==> src/rtl/divider_pkg.sv <==
// divider_pkg: state encoding and requester indices shared by divider_arbiter
// and rr_arbiter2.
package divider_pkg;

  // Controller states, binary encoded.
  typedef enum logic [1:0] {
    IDLE = 2'b00,
    LOAD = 2'b01,
    WAIT = 2'b10,
    ACK  = 2'b11
  } state_t;

  // Bit positions of each requester inside a one-hot grant vector.
  localparam int REQ_A = 0;
  localparam int REQ_B = 1;

endpackage

==> src/rtl/rr_arbiter2.sv <==
// rr_arbiter2: two-way round-robin arbiter. The grant is combinational and
// only offered while Enable is high; LastB remembers who was served last and
// resets to 1 so that A wins the first tie.
module rr_arbiter2
  import divider_pkg::*;
(
  input  logic       Clk,
  input  logic       Reset,
  input  logic       ReqA,
  input  logic       ReqB,
  input  logic       Enable,
  output logic [1:0] grant
);

  logic last_b;

  // Pick a winner; on a tie the requester not served last goes first.
  always_comb begin
    grant = 2'b00;
    if (Enable) begin
      if (ReqA && ReqB) begin
        if (last_b) grant[REQ_A] = 1'b1;
        else        grant[REQ_B] = 1'b1;
      end else if (ReqA) begin
        grant[REQ_A] = 1'b1;
      end else if (ReqB) begin
        grant[REQ_B] = 1'b1;
      end
    end
  end

  // Record the winner on the grant edge.
  always_ff @(posedge Clk) begin
    if (Reset)               last_b <= 1'b1;
    else if (grant != 2'b00) last_b <= grant[REQ_B];
  end

endmodule

==> src/rtl/divider_arbiter.sv <==
// divider_arbiter: shares one divider core between requesters A and B.
// Optional macro DIV_ZERO_CHECK_EN: adds DivErr and answers divide-by-zero
// jobs locally (Quotient = all ones, Remainder = dividend) without the core.
//
// state | meaning
// IDLE  | arbitrate; a grant captures the winner's operands
// LOAD  | DivStart high for one cycle
// WAIT  | operands held, waiting for DivDone
// ACK   | results captured, DivAck and the owner's Done pulse
module divider_arbiter
  import divider_pkg::*;
#(
  parameter int WIDTH = 4
) (
  input  logic             Clk,
  input  logic             Reset,
  input  logic             ReqA,
  input  logic [WIDTH-1:0] XinA,
  input  logic [WIDTH-1:0] YinA,
  input  logic             ReqB,
  input  logic [WIDTH-1:0] XinB,
  input  logic [WIDTH-1:0] YinB,
  output logic             GntA,
  output logic             GntB,
  output logic             DoneA,
  output logic             DoneB,
  output logic [WIDTH-1:0] Quotient,
  output logic [WIDTH-1:0] Remainder,
  output logic             Busy,
`ifdef DIV_ZERO_CHECK_EN
  output logic             DivErr,
`endif
  output logic [WIDTH-1:0] DivXin,
  output logic [WIDTH-1:0] DivYin,
  output logic             DivStart,
  output logic             DivAck,
  input  logic             DivDone,
  input  logic [WIDTH-1:0] DivQuotient,
  input  logic [WIDTH-1:0] DivRemainder
);

  state_t           state_q, state_d;
  logic [1:0]       grant;
  logic             granted;
  logic             owner_b;
  logic [WIDTH-1:0] sel_x, sel_y;
  logic             zero_job;

  // Arbitration is offered only in IDLE and never while reset is applied.
  rr_arbiter2 u_arb (
    .Clk    (Clk),
    .Reset  (Reset),
    .ReqA   (ReqA),
    .ReqB   (ReqB),
    .Enable ((state_q == IDLE) && !Reset),
    .grant  (grant)
  );

  assign granted = (grant != 2'b00);
  assign GntA    = grant[REQ_A];
  assign GntB    = grant[REQ_B];
  assign Busy    = (state_q != IDLE);

  // Steer the winning requester's operands towards the capture registers.
  always_comb begin
    sel_x = grant[REQ_B] ? XinB : XinA;
    sel_y = grant[REQ_B] ? YinB : YinA;
  end

`ifdef DIV_ZERO_CHECK_EN
  logic err_q;

  assign zero_job = (sel_y == '0);
  assign DivErr   = err_q;

  // Flag a zero-divisor job from its grant until its ACK cycle ends.
  always_ff @(posedge Clk) begin
    if (Reset)                err_q <= 1'b0;
    else if (granted)         err_q <= zero_job;
    else if (state_q == ACK)  err_q <= 1'b0;
  end
`else
  logic err_q;

  assign zero_job = 1'b0;
  assign err_q    = 1'b0;
`endif

  // Next-state and handshake decode.
  always_comb begin
    state_d  = state_q;
    DivStart = 1'b0;
    DivAck   = 1'b0;
    DoneA    = 1'b0;
    DoneB    = 1'b0;
    case (state_q)
      IDLE: begin
        if (granted) state_d = zero_job ? ACK : LOAD;
      end
      LOAD: begin
        DivStart = 1'b1;
        state_d  = WAIT;
      end
      WAIT: begin
        if (DivDone) state_d = ACK;
      end
      ACK: begin
        DivAck  = !err_q;
        DoneA   = !owner_b;
        DoneB   = owner_b;
        state_d = IDLE;
      end
      default: state_d = IDLE;
    endcase
  end

  // State register.
  always_ff @(posedge Clk) begin
    if (Reset) state_q <= IDLE;
    else       state_q <= state_d;
  end

  // Capture operands and owner on the grant edge; held for the whole job.
  always_ff @(posedge Clk) begin
    if (Reset) begin
      DivXin  <= '0;
      DivYin  <= '0;
      owner_b <= 1'b0;
    end else if (granted) begin
      DivXin  <= sel_x;
      DivYin  <= sel_y;
      owner_b <= grant[REQ_B];
    end
  end

  // Capture results in ACK; they stay put until the next completion.
  always_ff @(posedge Clk) begin
    if (Reset) begin
      Quotient  <= '0;
      Remainder <= '0;
    end else if (state_q == ACK) begin
      if (err_q) begin
        Quotient  <= '1;
        Remainder <= DivXin;
      end else begin
        Quotient  <= DivQuotient;
        Remainder <= DivRemainder;
      end
    end
  end

endmodule

==> config.mk <==
export PLATFORM = sky130hd
export DESIGN_NAME = divider_arbiter
export DESIGN_NICKNAME = d
export VERILOG_FILES = /design/src/rtl/divider_pkg.sv /design/src/rtl/rr_arbiter2.sv /design/src/rtl/divider_arbiter.sv
export SDC_FILE = /design/constraint.sdc
export NUM_CORES = 1
export LEC_CHECK = 0
export CORE_MARGIN = 10
export CORE_UTILIZATION = 37
export DETAILED_ROUTE_END_ITERATION = 12
export PLACE_DENSITY = 0.78
export SLEW_MARGIN = 5
export SYNTH_ARGS = -nofsm -noshare
export SYNTH_HDL_FRONTEND = slang
export SYNTH_SLANG_ARGS = --single-unit
==> constraint.sdc <==
create_clock -name Clk -period 2 [get_ports Clk]
set_input_delay 0.4 -clock Clk [delete_from_list [all_inputs] [get_ports Clk]]
set_output_delay 0.4 -clock Clk [all_outputs]
set_load 0.005 [all_outputs]
==> results.yml <==
status:
  run_status: "complete, no violations"
clock_tree:
  cts_tree: "yes"
  cts_buffers: 3
  hold_buffers: 0
  htreeDepth: 1
  clock_path_buffers: 2
  clkLatencyLatePin_ps: 310
  root_buffer: "clkbuf_4"
  cts.sinks: 20
  clk_pin_slew_ps: 110
placed_design:
  hpwl_um: 2190
  gp_congestion: 0.767
  port_buffers: 51
  placed_cell_area_um2: 1520
  pre_cts_ws_ps: -291
pwr:
  switching_share: 0.306
  p_leak_nw: 0.660
  switching_power_w: 0.000514
  clock_power_share: 0.200
  ir_drop_v: 0.000654
  pwr-share-seq: 0.329
  p_int_w: 0.00116
  combinationalPowerShare: 0.471
  power.density_nw_per_um2: 1030
synthesis:
  synth.distinct_cells: 23
  mappedNetlistArea_um2: 920
  synth_cells: 96
  synth-seq-cells: 20
  syn_area_per_cell_um2: 9.58
  yosysWarnings: 0
  ys_seq_area_frac: 0.435
  syn_nets: 130
sta:
  layout_setup_ws_ps: 82.6
  finalHoldViolations: 0
  finalMaxSlewViolations: 0
  tns_ps: 0
  rsz0062_at_grt: "no"
  worstMarginPinSlew_ps: 555
  holdWs_ps: 506
  fin_crit_sh: 0.959
  finalSetupViolCount: 0
  max_freq_mhz: 522
  finalCriticalPeriod_ps: 1920
  clock_skew_ps: 10.6
  slew-limit-headroom: 0.628
cells_and_area:
  drive_above_1_share: 0.158
  n_antenna_cell: 0
  area_delta_synth_final_pct: 76.3
  final_area_um2: 1620
  final_cell_mix: "clkdlybuf4s50_1, dfxtp_1, buf_4"
  final_nets: 193
  filler_cell_count: 214
  mostFrequentLayoutCell: "clkdlybuf4s50_1"
  utilization: 0.667
global_route:
  gr-usage-all-layers: 0.116
  grt_max_degree: 15
  grt_pass1_wl_um: 4850
  grt_pass1_vias: 1001
  overflow: 0
  antenna_found_initial: 0
floorplan:
  dieArea_um2: 4880
  initial_core_util: 0.378
  ios: 52
  die_w_um: 69.9
  rows: 18
  die_h_um: 69.9
  core-area_um2: 2430
worst_setup_path:
  critPathArrivalTime_ps: 1520
  cp.required_ps: 1600
  endpoint_kind: "primary output"
  startpoint_type: "input port"
  worstSetupPathType: "in -> out"
  critical_path.max_fanout: 3
route:
  drt-initial-drc-count: 30
  drt_pass1_iterations: 4
  drc: 0
  drt-wirelength-per-cell_um: 14.7
  num_vias: 919
  avgViaCountPerCell: 4.89
  routed_wl_um: 2770
  postRouteAntennaNets: 0
worst_hold_path:
  hp-class: "reg -> reg"
job:
  cap_violations: 0
-- metrics by stage --
| stage | total power, W | cells |
|---|---|---|
| 3_5_place_dp | 0.00129 | 183 |
| 5_1_grt | 0.00181 | 188 |
| 4_1_cts | 0.00169 | 188 |
| 3_3_place_gp | 0.00127 | 183 |
| 2_1_floorplan | 0.000895 | 96 |
| 6_report | 0.00168 | 188 |
-- final timing paths --
kind | from | to | slack, ps | depth (start not counted)
hold / removal | DivYin[1] | DivYin[1] | 510 | 1
setup / recovery | Reset | GntA | 80 | 5
hold reg to reg | DivYin[1] | DivYin[1] | 510 | 1
setup reg to reg | state_q[0] | state_q[0] | 480 | 6
-- timing repair --
| action | 4_1_cts | 5_1_grt |
|---|---|---|
| buffers inserted | 1 | 0 |
| gates resized for setup | 13 | 3 |
| setup endpoints to repair | 5 | 3 |
-- power by group through the flow --
stage          registers, W  logic [W]  clock network [W]
3_5_place_dp       0.000552   0.000738                  0
5_1_grt            0.000563   0.000887           0.000361
2_1_floorplan      0.000561   0.000334                  0
6_report           0.000551   0.000790           0.000336
4_1_cts            0.000552   0.000793           0.000342
3_3_place_gp       0.000550   0.000723                  0
-- sequential cells by signal, summed over array words and instances (netlist names) --
name,count
state_q,2
DivXin,4
u_arb.last_b,1
Quotient,4
owner_b,1
DivYin,4
Remainder,4
-- worst max-delay path, stage by stage --
cell,delay [ps]
clkdlybuf4s50_1,420
nand2b_4,170
nor3b_2,160
buf_4,130
dlygate4sd2_1,230
-- cell type report --
cell class,count,area [um2],area share
Sequential cell,20,403,0.248
Inverter,5,18.8,0.0116
Tap cell,30,37.5,0.0231
Multi-Input combinational cell,66,510,0.315
Timing Repair Buffer,63,599,0.370
Clock buffer,3,22.5,0.0139
Clock inverter,1,30.0,0.0185
-- routing by layer --
metal,up-vias,wire [um],share of wire,track usage
met1,423,1180,0.43,0.131
met2,36,1290,0.46,0.186
li1,458,-,-,-
met4,0,17,0.0061,0.0461
met5,-,0,0,0
met3,2,282,0.10,0.0537
-- Yosys cell counts --
| library cell | instances | area, um2 |
|---|---|---|
| a31oi_1 | 1 | 6.26 |
| or3b_1 | 1 | 8.76 |
| nor3_1 | 8 | 40.0 |
| nand2b_1 | 4 | 25.0 |
| nand2_1 | 8 | 30.0 |
| a21boi_1 | 1 | 7.51 |
| nor3b_1 | 1 | 7.51 |
| o21a_1 | 2 | 15.0 |
| nor2_1 | 10 | 37.5 |
| inv_1 | 5 | 18.8 |
| o21bai_1 | 1 | 7.51 |
| dfxtp_1 | 20 | 400 |
| buf_2 | 1 | 5.00 |
| and2_1 | 1 | 6.26 |
| mux2i_1 | 9 | 90.1 |
| a21oi_1 | 2 | 10.0 |
| or2_1 | 1 | 6.26 |
| buf_6 | 1 | 11.3 |
| clkbuf_1 | 3 | 11.3 |
| nor2b_1 | 2 | 12.5 |
| ha_1 | 5 | 62.6 |
| a221o_1 | 8 | 80.1 |
| a211oi_4 | 1 | 20.0 |
-- cell families (layout without fill, tap and decap cells) --
group / after synthesis / after routing / synth area share
AO/OA/AOI/OAI: 16 / 16 / 0.159
buffers and inverters: 10 / 72 / 0.0503
flip-flops: 20 / 20 / 0.435
multiplexers: 9 / 9 / 0.0980
AND/OR/NAND/NOR: 36 / 36 / 0.189
adder cells (fa/ha/maj): 5 / 5 / 0.0680
Power figures use the tool's default switching activity.
